### src/rtl/cv32e40x_wb_ctrl.sv
// Write-back stage controller: one instruction slot, ALU retire plus LSU response
// wait, load alignment and sign extension. CV32E40X_WB_PERF_EN enables the wait-cycle counter.
module cv32e40x_wb_ctrl #(
    parameter int DATA_WIDTH    = 32,
    parameter int RF_ADDR_WIDTH = 5
) (
    input  logic                     clk,
    input  logic                     rst_n,
    input  logic                     ex_valid_i,
    output logic                     wb_ready_o,
    input  logic                     ex_rf_we_i,
    input  logic [RF_ADDR_WIDTH-1:0] ex_rf_waddr_i,
    input  logic [DATA_WIDTH-1:0]    ex_rf_wdata_i,
    input  logic                     ex_data_req_i,
    input  logic                     ex_data_we_i,
    input  logic [1:0]               ex_lsu_size_i,
    input  logic                     ex_lsu_sext_i,
    input  logic [1:0]               ex_addr_lsb_i,
    input  logic                     ex_split_i,
    input  logic                     data_rvalid_i,
    input  logic [DATA_WIDTH-1:0]    data_rdata_i,
    input  logic                     data_err_i,
    input  logic                     kill_wb_i,
    output logic                     rf_we_wb_o,
    output logic [RF_ADDR_WIDTH-1:0] rf_waddr_wb_o,
    output logic                     data_req_wb_o,
    output logic                     rf_we_o,
    output logic [DATA_WIDTH-1:0]    rf_wdata_o,
    output logic                     wb_retire_o,
    output logic                     lsu_err_o,
    output logic [31:0]              perf_wb_wait_cnt_o
);

    typedef enum logic [1:0] {
        IDLE    = 2'd0,
        WAIT_LO = 2'd1,
        WAIT_HI = 2'd2
    } wb_state_e;

    wb_state_e                state_q, state_d;
    logic                     slot_valid_q, slot_valid_d;
    logic                     rf_we_q, rf_we_d;
    logic [RF_ADDR_WIDTH-1:0] waddr_q, waddr_d;
    logic [DATA_WIDTH-1:0]    wdata_q, wdata_d;
    logic                     data_req_q, data_req_d;
    logic                     data_we_q, data_we_d;
    logic [1:0]               size_q, size_d;
    logic                     sext_q, sext_d;
    logic [1:0]               lsb_q, lsb_d;
    logic                     split_q, split_d;
    logic [DATA_WIDTH-1:0]    hold_lo_q, hold_lo_d;
    logic                     err_q, err_d;
    logic                     killed_q, killed_d;

    logic                     retire_now_s;
    logic                     killed_s;
    logic                     err_final_s;
    logic                     wb_ready_s;
    logic                     accept_s;
    logic [DATA_WIDTH-1:0]    lo_word_s;
    logic [DATA_WIDTH-1:0]    shifted_s;
    logic [DATA_WIDTH-1:0]    load_data_s;

    // State register: slot contents, FSM state and sticky error/kill flags
    always_ff @(posedge clk or negedge rst_n) begin
        if (!rst_n) begin
            state_q      <= IDLE;
            slot_valid_q <= 1'b0;
            rf_we_q      <= 1'b0;
            waddr_q      <= {RF_ADDR_WIDTH{1'b0}};
            wdata_q      <= {DATA_WIDTH{1'b0}};
            data_req_q   <= 1'b0;
            data_we_q    <= 1'b0;
            size_q       <= 2'd0;
            sext_q       <= 1'b0;
            lsb_q        <= 2'd0;
            split_q      <= 1'b0;
            hold_lo_q    <= {DATA_WIDTH{1'b0}};
            err_q        <= 1'b0;
            killed_q     <= 1'b0;
        end else begin
            state_q      <= state_d;
            slot_valid_q <= slot_valid_d;
            rf_we_q      <= rf_we_d;
            waddr_q      <= waddr_d;
            wdata_q      <= wdata_d;
            data_req_q   <= data_req_d;
            data_we_q    <= data_we_d;
            size_q       <= size_d;
            sext_q       <= sext_d;
            lsb_q        <= lsb_d;
            split_q      <= split_d;
            hold_lo_q    <= hold_lo_d;
            err_q        <= err_d;
            killed_q     <= killed_d;
        end
    end

    // Slot status: retirement, handshake and effective kill/error
    always_comb begin
        killed_s    = killed_q | kill_wb_i;
        err_final_s = err_q | data_err_i;
        if (data_req_q) begin
            retire_now_s = slot_valid_q && (state_q == WAIT_HI) && data_rvalid_i;
        end else begin
            retire_now_s = slot_valid_q;
        end
        wb_ready_s = !slot_valid_q || retire_now_s;
        accept_s   = ex_valid_i && wb_ready_s;
    end

    // Next-state: accept from EX, retire, or advance through the response wait
    always_comb begin
        state_d      = state_q;
        slot_valid_d = slot_valid_q;
        rf_we_d      = rf_we_q;
        waddr_d      = waddr_q;
        wdata_d      = wdata_q;
        data_req_d   = data_req_q;
        data_we_d    = data_we_q;
        size_d       = size_q;
        sext_d       = sext_q;
        lsb_d        = lsb_q;
        split_d      = split_q;
        hold_lo_d    = hold_lo_q;
        err_d        = err_q;
        killed_d     = killed_q;
        if (accept_s) begin
            slot_valid_d = 1'b1;
            rf_we_d      = ex_rf_we_i;
            waddr_d      = ex_rf_waddr_i;
            wdata_d      = ex_rf_wdata_i;
            data_req_d   = ex_data_req_i;
            data_we_d    = ex_data_we_i;
            size_d       = ex_lsu_size_i;
            sext_d       = ex_lsu_sext_i;
            lsb_d        = ex_addr_lsb_i;
            split_d      = ex_split_i;
            err_d        = 1'b0;
            killed_d     = 1'b0;
            if (ex_data_req_i) begin
                state_d = ex_split_i ? WAIT_LO : WAIT_HI;
            end else begin
                state_d = IDLE;
            end
        end else if (retire_now_s) begin
            // A killed ALU slot also lands here: it is dropped without a write
            slot_valid_d = 1'b0;
            state_d      = IDLE;
            err_d        = 1'b0;
            killed_d     = 1'b0;
        end else if (slot_valid_q && data_req_q) begin
            killed_d = killed_s;
            if ((state_q == WAIT_LO) && data_rvalid_i) begin
                hold_lo_d = data_rdata_i;
                err_d     = err_q | data_err_i;
                state_d   = WAIT_HI;
            end else begin
                state_d = state_q;
            end
        end else begin
            state_d = state_q;
        end
    end

    // Load alignment across the two response words, then size/sign extraction
    always_comb begin
        lo_word_s = split_q ? hold_lo_q : data_rdata_i;
        case (lsb_q)
            2'd0:    shifted_s = lo_word_s;
            2'd1:    shifted_s = {data_rdata_i[7:0],  lo_word_s[31:8]};
            2'd2:    shifted_s = {data_rdata_i[15:0], lo_word_s[31:16]};
            2'd3:    shifted_s = {data_rdata_i[23:0], lo_word_s[31:24]};
            default: shifted_s = lo_word_s;
        endcase
        case (size_q)
            2'd0:    load_data_s = sext_q ? {{24{shifted_s[7]}}, shifted_s[7:0]}
                                          : {24'h0, shifted_s[7:0]};
            2'd1:    load_data_s = sext_q ? {{16{shifted_s[15]}}, shifted_s[15:0]}
                                          : {16'h0, shifted_s[15:0]};
            default: load_data_s = shifted_s;
        endcase
    end

    // Outputs: RF write port, retire/error pulses and bypass-side slot view
    always_comb begin
        wb_ready_o    = wb_ready_s;
        wb_retire_o   = retire_now_s && !killed_s;
        rf_we_wb_o    = slot_valid_q && rf_we_q;
        data_req_wb_o = slot_valid_q && data_req_q;
        rf_waddr_wb_o = slot_valid_q ? waddr_q : {RF_ADDR_WIDTH{1'b0}};
        if (data_req_q) begin
            rf_we_o    = retire_now_s && !killed_s && rf_we_q && !data_we_q && !err_final_s;
            lsu_err_o  = retire_now_s && !killed_s && err_final_s;
            rf_wdata_o = load_data_s;
        end else begin
            rf_we_o    = retire_now_s && !killed_s && rf_we_q;
            lsu_err_o  = 1'b0;
            rf_wdata_o = wdata_q;
        end
    end

`ifdef CV32E40X_WB_PERF_EN
    logic [31:0] perf_cnt_q, perf_cnt_d;

    // Saturating count of cycles spent waiting on an LSU response
    always_comb begin
        if (slot_valid_q && (state_q != IDLE) && !data_rvalid_i && (perf_cnt_q != 32'hFFFF_FFFF)) begin
            perf_cnt_d = perf_cnt_q + 32'd1;
        end else begin
            perf_cnt_d = perf_cnt_q;
        end
    end

    // Wait-cycle counter register
    always_ff @(posedge clk or negedge rst_n) begin
        if (!rst_n) begin
            perf_cnt_q <= 32'h0;
        end else begin
            perf_cnt_q <= perf_cnt_d;
        end
    end

    assign perf_wb_wait_cnt_o = perf_cnt_q;
`else
    assign perf_wb_wait_cnt_o = 32'h0;
`endif

    cv32e40x_wb_ctrl_sva u_sva (
        .clk           (clk),
        .rst_n         (rst_n),
        .data_rvalid_i (data_rvalid_i),
        .lsu_wait_i    (slot_valid_q && (state_q != IDLE))
    );

endmodule

// Protocol checks: OBI responses only arrive while an LSU slot is waiting.
module cv32e40x_wb_ctrl_sva (
    input logic clk,
    input logic rst_n,
    input logic data_rvalid_i,
    input logic lsu_wait_i
);

    a_no_rvalid_idle: assert property (@(posedge clk) disable iff (!rst_n)
        data_rvalid_i |-> lsu_wait_i);

endmodule

### config.mk
export PLATFORM = sky130hd
export DESIGN_NAME = cv32e40x_wb_ctrl
export DESIGN_NICKNAME = d
export VERILOG_FILES = /design/src/rtl/cv32e40x_wb_ctrl.sv
export SDC_FILE = /design/constraint.sdc
export NUM_CORES = 1
export LEC_CHECK = 0
export BUFFER_PORTS_ARGS = -buffer_cell sky130_fd_sc_hd__buf_4
export CELL_PAD_IN_SITES_DETAIL_PLACEMENT = 1
export CELL_PAD_IN_SITES_GLOBAL_PLACEMENT = 1
export CORE_MARGIN = 2
export CORE_UTILIZATION = 41
export CTS_BUF_LIST = sky130_fd_sc_hd__clkbuf_16
export DETAILED_ROUTE_END_ITERATION = 8
export GPL_ROUTABILITY_DRIVEN = 0
export PLACE_DENSITY_LB_ADDON = 0.12
export RECOVER_POWER = 100
export SYNTH_ARGS = -nofsm -noshare
export SYNTH_HDL_FRONTEND = slang
export SYNTH_SLANG_ARGS = --single-unit
### constraint.sdc
create_clock -name clk -period 2.4 [get_ports clk]
set_input_delay 0.24 -clock clk [delete_from_list [all_inputs] [get_ports clk]]
set_output_delay 0.24 -clock clk [all_outputs]
set_load 0.02 [all_outputs]
# [Word level (Yosys, flattened, before mapping)]
# Index checks and enable logic that the tools add are counted.
[op_classes] eq_ne=6 muxes=25 bitwise_logic=4 n_reduce_logical=23
[ops] cell="$mux W32" count=4
[ops] cell="$pmux W32 S4" count=1
[ops] cell="$pmux W32 S2" count=1
[ops] cell="$mux W1" count=12
[ops] cell="$mux W2" count=6
[ops] cell="$logic_and A1 B1 Y1" count=11
[ops] cell="$eq A2 B1 Y1 const B" count=3
[ops] cell="$eq A2 B2 Y1 const B" count=3
[ops] cell="$reduce_bool A3 Y1" count=2
[ops] cell="$mux W5" count=1
[ops] cell="$logic_not A1 Y1" count=4
[ops] cell="$logic_not A2 Y1" count=2
[ops] cell="$reduce_and A4 Y1" count=1
[ops] cell="$not A1 Y1" count=2
[ops] cell="$or A1 B1 Y1" count=2
[ops] cell="$reduce_and A2 Y1" count=1
[ops] cell="$reduce_bool A2 Y1" count=1
[ops] cell="$logic_or A1 B1 Y1" count=1
[totals] register_bits=83 in_bits=84 out_inout_bits=75 wordCells=72

# [Depth between registers and ports, before layout]
[depth] word_depth=9 ltp_mapped=8

# [Worst setup path before layout]
# Ideal clock, no wire load.
[synth_timing] path_kind="register -> output" startpoint="register split_q" endpoint="output port rf_wdata_o[20]" arrival_ns=1.872 slack_ns=0.288 path_stages_with_launch=8 path_cell_list="dfrtp_1 > buf_6 > buf_12 > mux2_2 > o211ai_1 > a211o_2 > buf_4 > a31oi_1"
[synth_via] elab_chain_cells=5
[synth_rtl] element="from (decl)" line="50" source="logic split_q, split_d;"
[synth_rtl] element="from (signal assigned)" line="92" source="split_q <= split_d;"
[synth_rtl] element="$mux W32 (*)" line="168" source="lo_word_s = split_q ? hold_lo_q : data_rdata_i;"
[synth_rtl] element="$pmux W32 S4 (*)" line="169" source="case (lsb_q)"
[synth_rtl] element="$mux W32, on equally long branches" line="179, 177"
[synth_rtl] element="$pmux W32 S2 (*)" line="176" source="case (size_q)"
[synth_rtl] element="$mux W32 (*)" line="192" source="if (data_req_q) begin"
[synth_rtl] element="to (decl)" line="28" source="output logic [DATA_WIDTH-1:0] rf_wdata_o,"
# Mark *: on every way between the ends. The rest lies on a longest branch, timed or not.

# [Worst setup path after layout]
[layout_timing] startpoint="register split_q" endpoint="output port rf_wdata_o[27]"
# The elaborated chain is that of the path after synthesis.

==> run summary <==
Outcome - finished with violations
Failing checks - setup timing
Worst Hold Class - input port to flip-flop
Initial drt markers - 227
Final hold vios - 0
Worst Path Class, Setup - flip-flop to output port
VDD IR-drop max - 667 uV
Max_cap viols - 0
Post-DRT Antenna Nets - 0
CTS tree - done
Routed vias - 4,134
Post-synth EDFFs - 0
Worst r2r src - state_q[0]
Worst slew margin - 15.2%
Syn Std Cell Area - 5340 sq um
Critical Path Sink Type - output port
FP Rows - 41
First-pass GRT wire length - 24,500 microns
RSZ-0062 raised after global routing - yes
Port bufs - 126
Final std cells w/o fill - 764
Worst-Margin Slew - 1.27 ns
Die extent in x - 118 microns
Largest net degree at the start of global routing - 50
Simple-Gate Fraction of Synth Area - 7.96%
Final WS setup - -0.177 ns
Ys Warns - 0
Cells along the critical path - buf_12 > mux2i_1 > mux4_2 > o21a_4 > a31oi_2 > buf_4
Setup skew after layout - 0.00647 ns
DR vias/cell - 5.41
Core box area - 12,700 sq um
Routed WL - 15,600 microns
CP max-delay cell - mux4_2
Ys async rst share - 100%
Die Area - 14,000 sq um
Initial antenna violation count - 0
Fin crit period - 2.58 ns
Pwr Density - 1240 nW/um^2
Clock Path Buffers - 2
Yosys reg bits - 83
Mapped Cells - 454
Starting Density - 42.2%
Synth-to-Final Area Change - 29.5%
DR pass1 iterations - 4
Placement Setup Slack - 0.0834 ns
Post-Synth Adder-Cell Area - 0%
Cell area after layout - 6920 sq um
Pins Over Slew Limit - 0
Number of remaining DRC errors - 0
Share of layout cells above drive strength 1 - 53.2%
Synth Area per Inst - 11.8 sq um
DP Wirelength - 11,300 microns
Crit-path max FO - 8
I/O pin count - 159
Largest family of logic cells by synthesized area - multiplexers
Routed WL per cell - 20.5 microns
Fmax - 388 MHz
CTS buffer count - 9
Util after Layout - 54.6%
Die height - 118 microns
Worst setup path startpoint - split_q
Final net count - 672
Worst setup SP type - flip-flop
Post-synth top area cell - dfrtp_1
Compound-cell area share of the yosys netlist - 8.62%
Synth top area share - 38.9%
Critical path's largest stage delay - 0.58 ns
Delay-heaviest family, CP - multiplexers
Final Cycle Share - 107%
Grt ovf - 0
Final Setup Violations - 25
Post-Synth XOR/XNOR Area - 0.164%
ANT cells - 0
Multiplexer share of the synthesized area - 35.7%
Worst min-delay path startpoint - ex_valid_i
Critical path data required time - 2.16 ns
Htree depth - 3
Root Buffer - clkbuf_16
Clock transition at path regs - 0.06 ns
All-Layer GR Usage - 22.6%
Vias in the first global route - 4,435
Top_reg_cell synth - dfrtp_1
# placed instances - 739
Register area share after synthesis - 38.9%
Placed cell areas - 6380 sq um
Worst skew pair latency - 0.35 ns
Yosys cell types - 40
Leakage - 3.11 nW
Critical Path AT - 2.34 ns
Worst Path Buf+Inv - 2
Synth area leaders - dfrtp_1, mux2_2, mux4_2, buf_4, nand2_1
CTS Sinks - 83
timing repair:
| item | CTS | global route |
|---|---|---|
| setup buffers | 7 | 1 |
| hold buffers | 1 | 0 |
| endpoints found under the setup margin | 26 | 27 |
| endpoints found under the hold margin | 48 | 0 |
| pin swaps | 14 | 7 |
| gates resized for setup | 36 | 13 |
| cloned | 1 | 0 |
worst reg2reg max path, stage by stage (launching register included):
cell       delay [ns]
dfrtp_1          0.42
and3b_1          0.25
o21ai_0          0.11
clkbuf_2         0.48
or3b_2           0.63
a2bb2oi_1        0.14
per-stage QoR:
step                hold slack [ns]  power, mW  setup TNS [ns]
floorplan                   -0.0556       5.25               0
CTS                           0.111       8.56           -3.87
global placement              0.319       6.57               0
detailed placement            0.321       6.70               0
global route                  0.116       9.05           -5.55
finish                        0.113       8.58           -3.57
final cells by class:
cell class                 count  area [sq um]
clock buffer                   9           225
clock inverter                 6          75.1
fill                        1375          5750
inverter                       4          15.0
multi-input combinational    333          3090
sequential                    83          2080
tap                          172           215
timing repair buffer         157          1220
cell usage after synthesis (6+ instances only):
library cell  count
dfrtp_1          83
nor2_1           29
mux2_4            8
mux4_2           32
a21oi_1          10
nand2b_1         10
clkbuf_1          9
mux2_2           86
o211ai_1         14
buf_4            36
buf_2            15
a31oi_1          22
and2_1            6
nand2_1          44
mux2i_1          10
o22a_1            8
path summary, 6_finish.rpt:
kind / endpoint / slack [ns] / depth (start not counted)
worst max-delay path: rf_wdata_o[27] / -0.18 / 6
worst min-delay path: slot_valid_q / 0.11 / 2
worst max register to register: state_q[1] / 0.29 / 5
worst min register to register: waddr_q[0] / 0.50 / 1
max in group asynchronous: hold_lo_q[18] / 0.43 / 3
min in group asynchronous: waddr_q[1] / 0.71 / 2
flip-flops by register name, indices dropped and copies added, names as in the netlist:
| name | flops |
|---|---|
| split_q | 1 |
| hold_lo_q | 32 |
| state_q | 2 |
| err_q | 1 |
| slot_valid_q | 1 |
| wdata_q | 32 |
| data_req_q | 1 |
| killed_q | 1 |
| size_q | 2 |
| lsb_q | 2 |
| waddr_q | 5 |
| sext_q | 1 |
| rf_we_q | 1 |
| data_we_q | 1 |
layer usage:
layer	global-route usage [%]	vias to the layer above	part of all wire (%)
li1	-	1876	-
met1	30.7	2120	45
met2	36.6	124	49
met3	3.86	14	4.3
met4	7.38	0	1.4
met5	0	-	0
power breakdown:
part           switching [mW]  total (mW)  internal [mW]
combinational            2.43        4.82           2.39
clock                   0.558        1.45          0.891
sequential              0.377        2.31           1.93
total                    3.37        8.58           5.21
placed cells by master, fill, tap and decap left out, types with 3 or more instances in the layout:
master,count
conb_1,32
o211ai_1,14
o22a_1,8
clkbuf_16,9
nand2_2,9
buf_6,15
a21oi_2,3
a31oi_2,10
mux4_2,32
mux2_4,9
nand2b_1,10
inv_1,6
mux2_2,85
nor2_1,29
and2_0,4
o21ai_0,4
dfrtp_1,82
a31oi_1,10
clkbuf_2,5
nand2_1,35
buf_4,122
a21oi_1,7
mux2i_1,10
clkbuf_1,9
cells by family after synthesis:
logic type             after synthesis
AO/OA/AOI/OAI                       67
XOR/XNOR                             1
buffers and inverters               70
flip-flops                          83
multiplexers                       136
other                                1
AND/OR/NAND/NOR                     96
Note: power is estimated with default switching activity, not from simulation.
